### src/rtl/mer_meas_ctrl.sv
// MER measurement sequencer: clear, settle, accumulate 2**LOG2_WIN symbols, flush, latch, done.
// Build option: define MER_CTRL_AUTO_RESTART_EN for continuous back-to-back measurement windows.
//
// state    | meaning
// ---------+-------------------------------------------------------------
// S_IDLE   | waiting for start
// S_SETTLE | accumulators held cleared while the reference level converges
// S_ACCUM  | accumulation window open, symbol errors counted
// S_FLUSH  | waiting for the datapath pipeline to drain
// S_LATCH  | capture accumulator values
// S_DONE   | results valid; wait for start (or restart automatically)
module mer_meas_ctrl #(
  parameter int SETTLE_SYMS = 1024,
  parameter int LOG2_WIN    = 18,
  parameter int PIPE_LAT    = 2,
  parameter int ACC_W       = 39,
  parameter int ERR_CNT_W   = 20
) (
  input  logic                 clk,
  input  logic                 reset,
  input  logic                 clk_en,
  input  logic                 start,
  input  logic                 abort,
  input  logic                 sym_error,
  input  logic [ACC_W-1:0]     acc_sq_in,
  input  logic [ACC_W-1:0]     acc_dc_in,
  output logic                 acc_clr,
  output logic                 acc_en,
  output logic                 busy,
  output logic                 done,
  output logic                 result_valid,
  output logic [ACC_W-1:0]     sq_err_result,
  output logic [ACC_W-1:0]     dc_err_result,
  output logic [ERR_CNT_W-1:0] sym_err_count
);

  localparam int SETTLE_W = $clog2(SETTLE_SYMS + 1);
  localparam int PIPE_W   = $clog2(PIPE_LAT + 1);
  localparam int CNT_W0   = (LOG2_WIN + 1 > SETTLE_W) ? LOG2_WIN + 1 : SETTLE_W;
  localparam int CNT_W    = (CNT_W0 > PIPE_W) ? CNT_W0 : PIPE_W;

  // Down-counter reload values: terminal count is zero on a clk_en.
  localparam logic [CNT_W-1:0] SETTLE_LD = CNT_W'(SETTLE_SYMS - 1);
  localparam logic [CNT_W-1:0] WIN_LD    = CNT_W'((1 << LOG2_WIN) - 1);
  localparam logic [CNT_W-1:0] FLUSH_LD  = CNT_W'((PIPE_LAT > 0) ? PIPE_LAT - 1 : 0);

`ifdef MER_CTRL_AUTO_RESTART_EN
  localparam bit AUTO_RESTART = 1'b1;
`else
  localparam bit AUTO_RESTART = 1'b0;
`endif

  typedef enum logic [2:0] {
    S_IDLE, S_SETTLE, S_ACCUM, S_FLUSH, S_LATCH, S_DONE
  } state_t;

  state_t           state, state_nxt;
  logic [CNT_W-1:0] sym_cnt, sym_cnt_nxt;
  logic             cnt_zero;

  assign cnt_zero = (sym_cnt == '0);

  always_comb begin
    state_nxt   = state;
    sym_cnt_nxt = sym_cnt;
    case (state)
      S_IDLE: begin
        if (start && !abort) begin
          state_nxt   = S_SETTLE;
          sym_cnt_nxt = SETTLE_LD;
        end
      end
      S_SETTLE: begin
        if (abort) begin
          state_nxt = S_IDLE;
        end else if (clk_en) begin
          if (cnt_zero) begin
            state_nxt   = S_ACCUM;
            sym_cnt_nxt = WIN_LD;
          end else begin
            sym_cnt_nxt = sym_cnt - CNT_W'(1);
          end
        end
      end
      S_ACCUM: begin
        if (abort) begin
          state_nxt = S_IDLE;
        end else if (clk_en) begin
          if (cnt_zero) begin
            state_nxt   = S_FLUSH;
            sym_cnt_nxt = FLUSH_LD;
          end else begin
            sym_cnt_nxt = sym_cnt - CNT_W'(1);
          end
        end
      end
      S_FLUSH: begin
        if (abort) begin
          state_nxt = S_IDLE;
        end else if (PIPE_LAT == 0) begin
          state_nxt = S_LATCH;
        end else if (clk_en) begin
          if (cnt_zero) state_nxt = S_LATCH;
          else          sym_cnt_nxt = sym_cnt - CNT_W'(1);
        end
      end
      S_LATCH: begin
        state_nxt = abort ? S_IDLE : S_DONE;
      end
      S_DONE: begin
        if ((start || AUTO_RESTART) && !abort) begin
          state_nxt   = S_SETTLE;
          sym_cnt_nxt = SETTLE_LD;
        end
      end
      default: state_nxt = S_IDLE;
    endcase
  end

  always_ff @(posedge clk or negedge reset) begin
    if (!reset) begin
      state         <= S_IDLE;
      sym_cnt       <= '0;
      acc_clr       <= 1'b0;
      acc_en        <= 1'b0;
      busy          <= 1'b0;
      done          <= 1'b0;
      result_valid  <= 1'b0;
      sq_err_result <= '0;
      dc_err_result <= '0;
      sym_err_count <= '0;
    end else begin
      state   <= state_nxt;
      sym_cnt <= sym_cnt_nxt;
      acc_clr <= (state_nxt == S_SETTLE);
      acc_en  <= (state_nxt == S_ACCUM);
      busy    <= (state_nxt inside {S_SETTLE, S_ACCUM, S_FLUSH, S_LATCH});
      done    <= (state == S_LATCH) && (state_nxt == S_DONE);

      if (state == S_LATCH && state_nxt == S_DONE) begin
        sq_err_result <= acc_sq_in;
        dc_err_result <= acc_dc_in;
        result_valid  <= 1'b1;
      end else if (state != S_IDLE && state_nxt == S_IDLE) begin
        result_valid  <= 1'b0;
      end else if (state != S_SETTLE && state_nxt == S_SETTLE && !AUTO_RESTART) begin
        result_valid  <= 1'b0;
      end

      // Saturating error count; the aborting symbol is not counted.
      if (state != S_SETTLE && state_nxt == S_SETTLE) begin
        sym_err_count <= '0;
      end else if (state == S_ACCUM && !abort && clk_en && sym_error && !(&sym_err_count)) begin
        sym_err_count <= sym_err_count + ERR_CNT_W'(1);
      end
    end
  end

endmodule
### config.mk
export PLATFORM = sky130hd
export DESIGN_NAME = mer_meas_ctrl
export DESIGN_NICKNAME = d
export VERILOG_FILES = /design/src/rtl/mer_meas_ctrl.sv
export SDC_FILE = /design/constraint.sdc
export NUM_CORES = 1
export LEC_CHECK = 0
export BUFFER_PORTS_ARGS = -buffer_cell sky130_fd_sc_hd__buf_2
export CAP_MARGIN = 20
export CORE_ASPECT_RATIO = 1.2
export CORE_MARGIN = 5
export CORE_UTILIZATION = 54
export DETAILED_ROUTE_END_ITERATION = 8
export PLACE_DENSITY = 0.84
export SYNTH_ARGS = -nofsm -noshare
export SYNTH_HDL_FRONTEND = slang
export SYNTH_SLANG_ARGS = --single-unit
### constraint.sdc
create_clock -name clk -period 7.9 [get_ports clk]
set_clock_uncertainty 0.15 [all_clocks]
set_input_delay 1.975 -clock clk [delete_from_list [all_inputs] [get_ports clk]]
set_output_delay 1.975 -clock clk [all_outputs]
set_load 0.02 [all_outputs]
# --- Word level (Yosys, flattened, before mapping) ---
# Index checks and enable logic that the tools add are counted.
totals:
  ff_bits: 125
  output_inout_bits: 103
op_classes:
  n_addsub: 2
  n_eq_ne: 19
  mux: 28
  n_reduce_logical: 21
op_table:
  columns: ["operator", "n"]
  rows:
  - ["$mux W19", 10]
  - ["$pmux W19 S4", 1]
  - ["$mux W20", 2]
  - ["$mux W3", 11]
  - ["$add A20 B1 Y20 const B", 1]
  - ["$reduce_and A20 Y1", 1]
  - ["$logic_not A19 Y1", 1]
  - ["$sub A19 B1 Y19 const B", 1]
  - ["$pmux W3 S5", 1]
  - ["$ne A2 B2 Y1 const B", 7]
  - ["$eq A3 B2 Y1 const B", 4]
  - ["$eq A3 B3 Y1 const B", 4]
  - ["$reduce_and A9 Y1", 1]
  - ["$logic_and A1 B1 Y1", 8]
  - ["$reduce_bool A4 Y1", 2]
  - ["$eq A3 B1 Y1 const B", 2]
  - ["$logic_not A3 Y1", 2]
  - ["$reduce_bool A3 Y1", 2]
  - ["$mux W1", 3]
  - ["$ne A3 B1 Y1 const B", 1]
  - ["$logic_not A1 Y1", 2]
  - ["$ne A2 B1 Y1 const B", 1]
  - ["$reduce_bool A2 Y1", 1]
  - ["$reduce_or A2 Y1", 1]

# --- Longest topological paths before layout ---
logic_depth:
  word_depth: 10
  ltp_mapped: 9
  depth_no_buf: 7

# --- Worst setup path after synthesis ---
# OpenSTA, ideal clock, no wires.
synth_path:
  path_kind: "input to register"
  startpoint: "input port abort"
  endpoint: "register dc_err_result[0]"
  setup_ns: 0.125
  arrival_ns: 3.401
  t_required_ns: 7.625
  setup_slack_ns: 4.224
  cell_stages: 4
  path_cell_list: "buf_1 > nor3_1 > clkbuf_1 > mux2_2"
synth_via:
  elab_chain_len: 6
synth_rtl:
  columns: ["item", "line", "text"]
  rows:
  - ["start, declared", "23", "input logic abort,"]
  - ["$logic_not A1 Y1", "68, 111", null]
  - ["$logic_and A1 B1 Y1", "68, 111", null]
  - ["$mux W3", "68, 111", null]
  - ["$pmux W3 S5 *", "66", "case (state)"]
  - ["$eq A3 B3 Y1 *", "140", "if (state == S_LATCH && state_nxt == S_DONE) begin"]
  - ["$logic_and A1 B1 Y1 *", "140", null]
  - ["end signal, assigned", "142", "dc_err_result <= acc_dc_in;"]
  - ["end, declared", "33", "output logic [ACC_W-1:0] dc_err_result,"]
# Mark *: on every way between the ends. The rest lies on a longest branch, timed or not.
# A chain may end at the register's enable or synchronous reset.

# --- Worst setup path in the final report ---
layout_path:
  startpoint: "input port abort"
  endpoint: "register sym_cnt[15]"
layout_via:
  elab_chain_len: 4
layout_rtl:
  columns: ["item", "line", "text"]
  rows:
  - ["$logic_not A1 Y1", "68, 111", null]
  - ["$logic_and A1 B1 Y1", "68, 111", null]
  - ["$ne A2 B1 Y1 (no source line)", null, null]
  - ["$reduce_and A9 Y1 (no source line) *", null, null]
  - ["end signal, assigned", "134", "sym_cnt <= sym_cnt_nxt;"]
  - ["end, declared", "58", "logic [CNT_W-1:0] sym_cnt, sym_cnt_nxt;"]
# Marks and branches as above.

==> impl_metrics.ini <==
[routing]
drcViolationCount = 0
finalWirelength_mm = 18.1
vias = 5200
wl_per_cell_um = 21.5
vias_per_cell = 6.19
drt_first_pass_iters = 7
antenna_left = 0
drt_iter0_markers = 463

[grt]
grt_use_total_pct = 27.9
grt_max_degree = 81
antenna_found_initial = 0
grt_first_pass_wirelength_mm = 29.1
overflow = 0
grt_pass1_vias = 5345

[clock_network]
ctsResizeCount = 0
post_cts_buffers = 0
ctsHoldBuffers = 0
clock-sinks = 125
clk_root_buffer_cell = clkbuf_16
cts_htree_levels = 4
insertion_delay_ns = 0.42
clkTransAtPathRegs_ns = 0.06
cts_made_buffers = 17
clock_path_buffers = 2
cts_tree = built

[logic_synthesis]
synth_nets = 602
ys_types = 70
synthAdderAreaFrac_pct = 0.421
synth_commonest_cells = 125 x dfrtp_1, 78 x mux2_2, 37 x nor2_1
ys_seq_area_share_pct = 52.7
ys.flop_type = dfrtp_1
yosysMostFrequentCell = dfrtp_1
netlist.area_leader.share_pct = 52.7
synth_top_area_cell = dfrtp_1
syn-cell-area_mm2 = 0.00594
synthCells = 516
synth_edf_count = 0
synth_area_per_cell_um2 = 11.5
synthSimpleGateAreaFrac_pct = 15.7
ys_ff_latch = 125
synth_top_cells_by_area = dfrtp_1 53%, mux2_2 15%, nor2_1 2.3%, nand2_1 2.1%, xnor2_1 2.1%
synth_compound_area_share_pct = 9.82
synth_xor_area_share_pct = 2.21
synth_top_family_by_area = simple AND/OR/NAND/NOR gates
synthMuxAreaShare_pct = 15.7
synthArstFlopShare_pct = 100
synth_warnings = 0

[worst_setup_path]
r2r_slack_ns = 4.80
crit_start = abort
cp_max_fo = 17
worstPathArrival_ns = 4.03
worstSetupEndpoint = sym_cnt[15]
cp-end-kind = register
cp-start-kind = input pin
crit_type = in -> reg
ff2ff_path_depth = 5
r2r_start = state[2]
cp.required_ns = 8.02
reg2reg_to = sym_cnt[15]

[floorplan]
fp.dieW_um = 106
num_rows = 42
die_area_mm2 = 0.0132
die_h_um = 125
start_util_pct = 54.6
core_mm2 = 0.0109
top_level_ports = 187

[final_layout]
area_delta_synth_final_pct = 26.8
nNetsFinal = 781
layout-drive-gt1-share_pct = 44.9
num_antenna_cells = 0

[pwr]
irDropWorstVdd_uv = 229
p_leak_nw = 3.75
pwr_density_cell_mw_per_mm2 = 245

[timing]
slew_viol_final = 0
tightest_slew_ns = 0.971
fin_crit_sh_pct = 49.6
rsz0062_at_grt = no
fmax_mhz = 255
period_minus_slack_ns = 3.92
hold_viol_final = 0
setup_viol_count_final = 0
whs_ns = 0.339
maxSlewHeadroom_pct = 35.2
fin_setup_tns_ns = 0

[place]
io_buffer_count = 186
hpwl_mm = 11.7
gp_congestion = 0.957

[hold_path]
min_path_type = reg -> reg

[status]
status = finished, final reports clean

[job]
maxCapViolations = 0
logic make-up after synthesis:
kind of cell | Yosys count
fa+ha+maj | 2
simple gates | 170
flops | 125
xor+xnor | 15
mux | 83
buf+inv | 41
compound gates | 80
worst max-delay path, stage by stage:
cell     delay (ns)
buf_2          0.18
nor2_1         0.23
nand3_1        0.40
and2_1         0.52
nor2_1         0.52
a22oi_1        0.19
per-layer routing:
metal | part of all wire [%] | routed length (µm) | global-route usage [%] | up-vias
met5 | 0 | 0 | 0 | -
met4 | 2.7 | 483 | 9.83 | 0
met3 | 9.9 | 1780 | 9.95 | 51
met2 | 53 | 9570 | 48.6 | 311
met1 | 35 | 6240 | 31.5 | 2589
li1 | - | - | - | 2249
flip-flops by register name, summed over array words and instances, names as in the netlist:
| name | cells |
|---|---|
| busy | 1 |
| result_valid | 1 |
| sym_err_count | 20 |
| acc_en | 1 |
| state | 3 |
| acc_clr | 1 |
| sym_cnt | 19 |
| dc_err_result | 39 |
| done | 1 |
| sq_err_result | 39 |
cell usage in the layout (no fill, tap or decap), types with 3 or more instances in the layout:
master	netlist	layout
buf_2	3	185
dfrtp_1	125	125
mux2_2	78	78
nor2_1	37	37
nand2_1	34	34
a21oi_1	20	20
nand3_1	17	17
clkbuf_16	0	17
nand4_1	14	14
xnor2_1	14	14
inv_1	11	11
nor3_1	11	10
o21ai_0	9	9
nor4_1	9	9
and3_1	8	8
o211ai_1	6	6
and4_1	5	5
clkinv_4	0	5
buf_4	2	5
a22oi_1	4	4
nand2b_1	4	4
and2_1	4	4
mux2i_1	4	4
a31oi_1	4	4
a211oi_1	4	4
or3_1	4	4
or4_1	3	3
nand3_2	3	3
a221o_1	3	3
o31ai_1	3	3
nand3b_1	3	3
a21o_1	3	3
bufinv_16	0	3
stage by stage:
| step | cells | area, µm² | util (%) | power, mW | worst slack, ns |
|---|---|---|---|---|---|
| CTS | 839 | 7520 | 69.2 | 1.84 | 4.07 |
| floorplan | 516 | 5940 | - | 0.924 | 4.22 |
| detailed placement | 807 | 6900 | 63.5 | 1.03 | 3.64 |
| global route | 840 | 7530 | 69.2 | 1.91 | 3.94 |
| global placement | 807 | 6900 | 63.5 | 1.01 | 3.72 |
| finish | 840 | 7530 | 69.2 | 1.85 | 3.98 |
report_power, final:
| part | switching [mW] | leakage, nW | internal, mW |
|---|---|---|---|
| registers | 0.0599 | 1.62 | 0.693 |
| clock network | 0.300 | 0.297 | 0.515 |
| logic | 0.174 | 1.84 | 0.104 |
| total | 0.534 | 3.75 | 1.31 |
cell type report:
| cell class | count | area, µm² |
|---|---|---|
| clock inverter | 12 | 163 |
| timing repair buffer | 190 | 963 |
| sequential | 125 | 3130 |
| fill | 698 | 3350 |
| clock buffer | 20 | 457 |
| multi-input combinational | 350 | 2610 |
| inverter | 11 | 41.3 |
| tap | 132 | 165 |
worst min-delay path by stage:
stage,endpoint,start,cells after the start,slack [ns]
3_5_place_dp,result_valid,result_valid,1,0.33
3_3_place_gp,result_valid,result_valid,1,0.31
6_report,result_valid,result_valid,1,0.34
2_1_floorplan,sym_cnt[5],sym_cnt[5],1,0.34
4_1_cts,result_valid,result_valid,1,0.34
5_1_grt,result_valid,result_valid,1,0.36
Note: power is estimated with default switching activity, not from simulation.
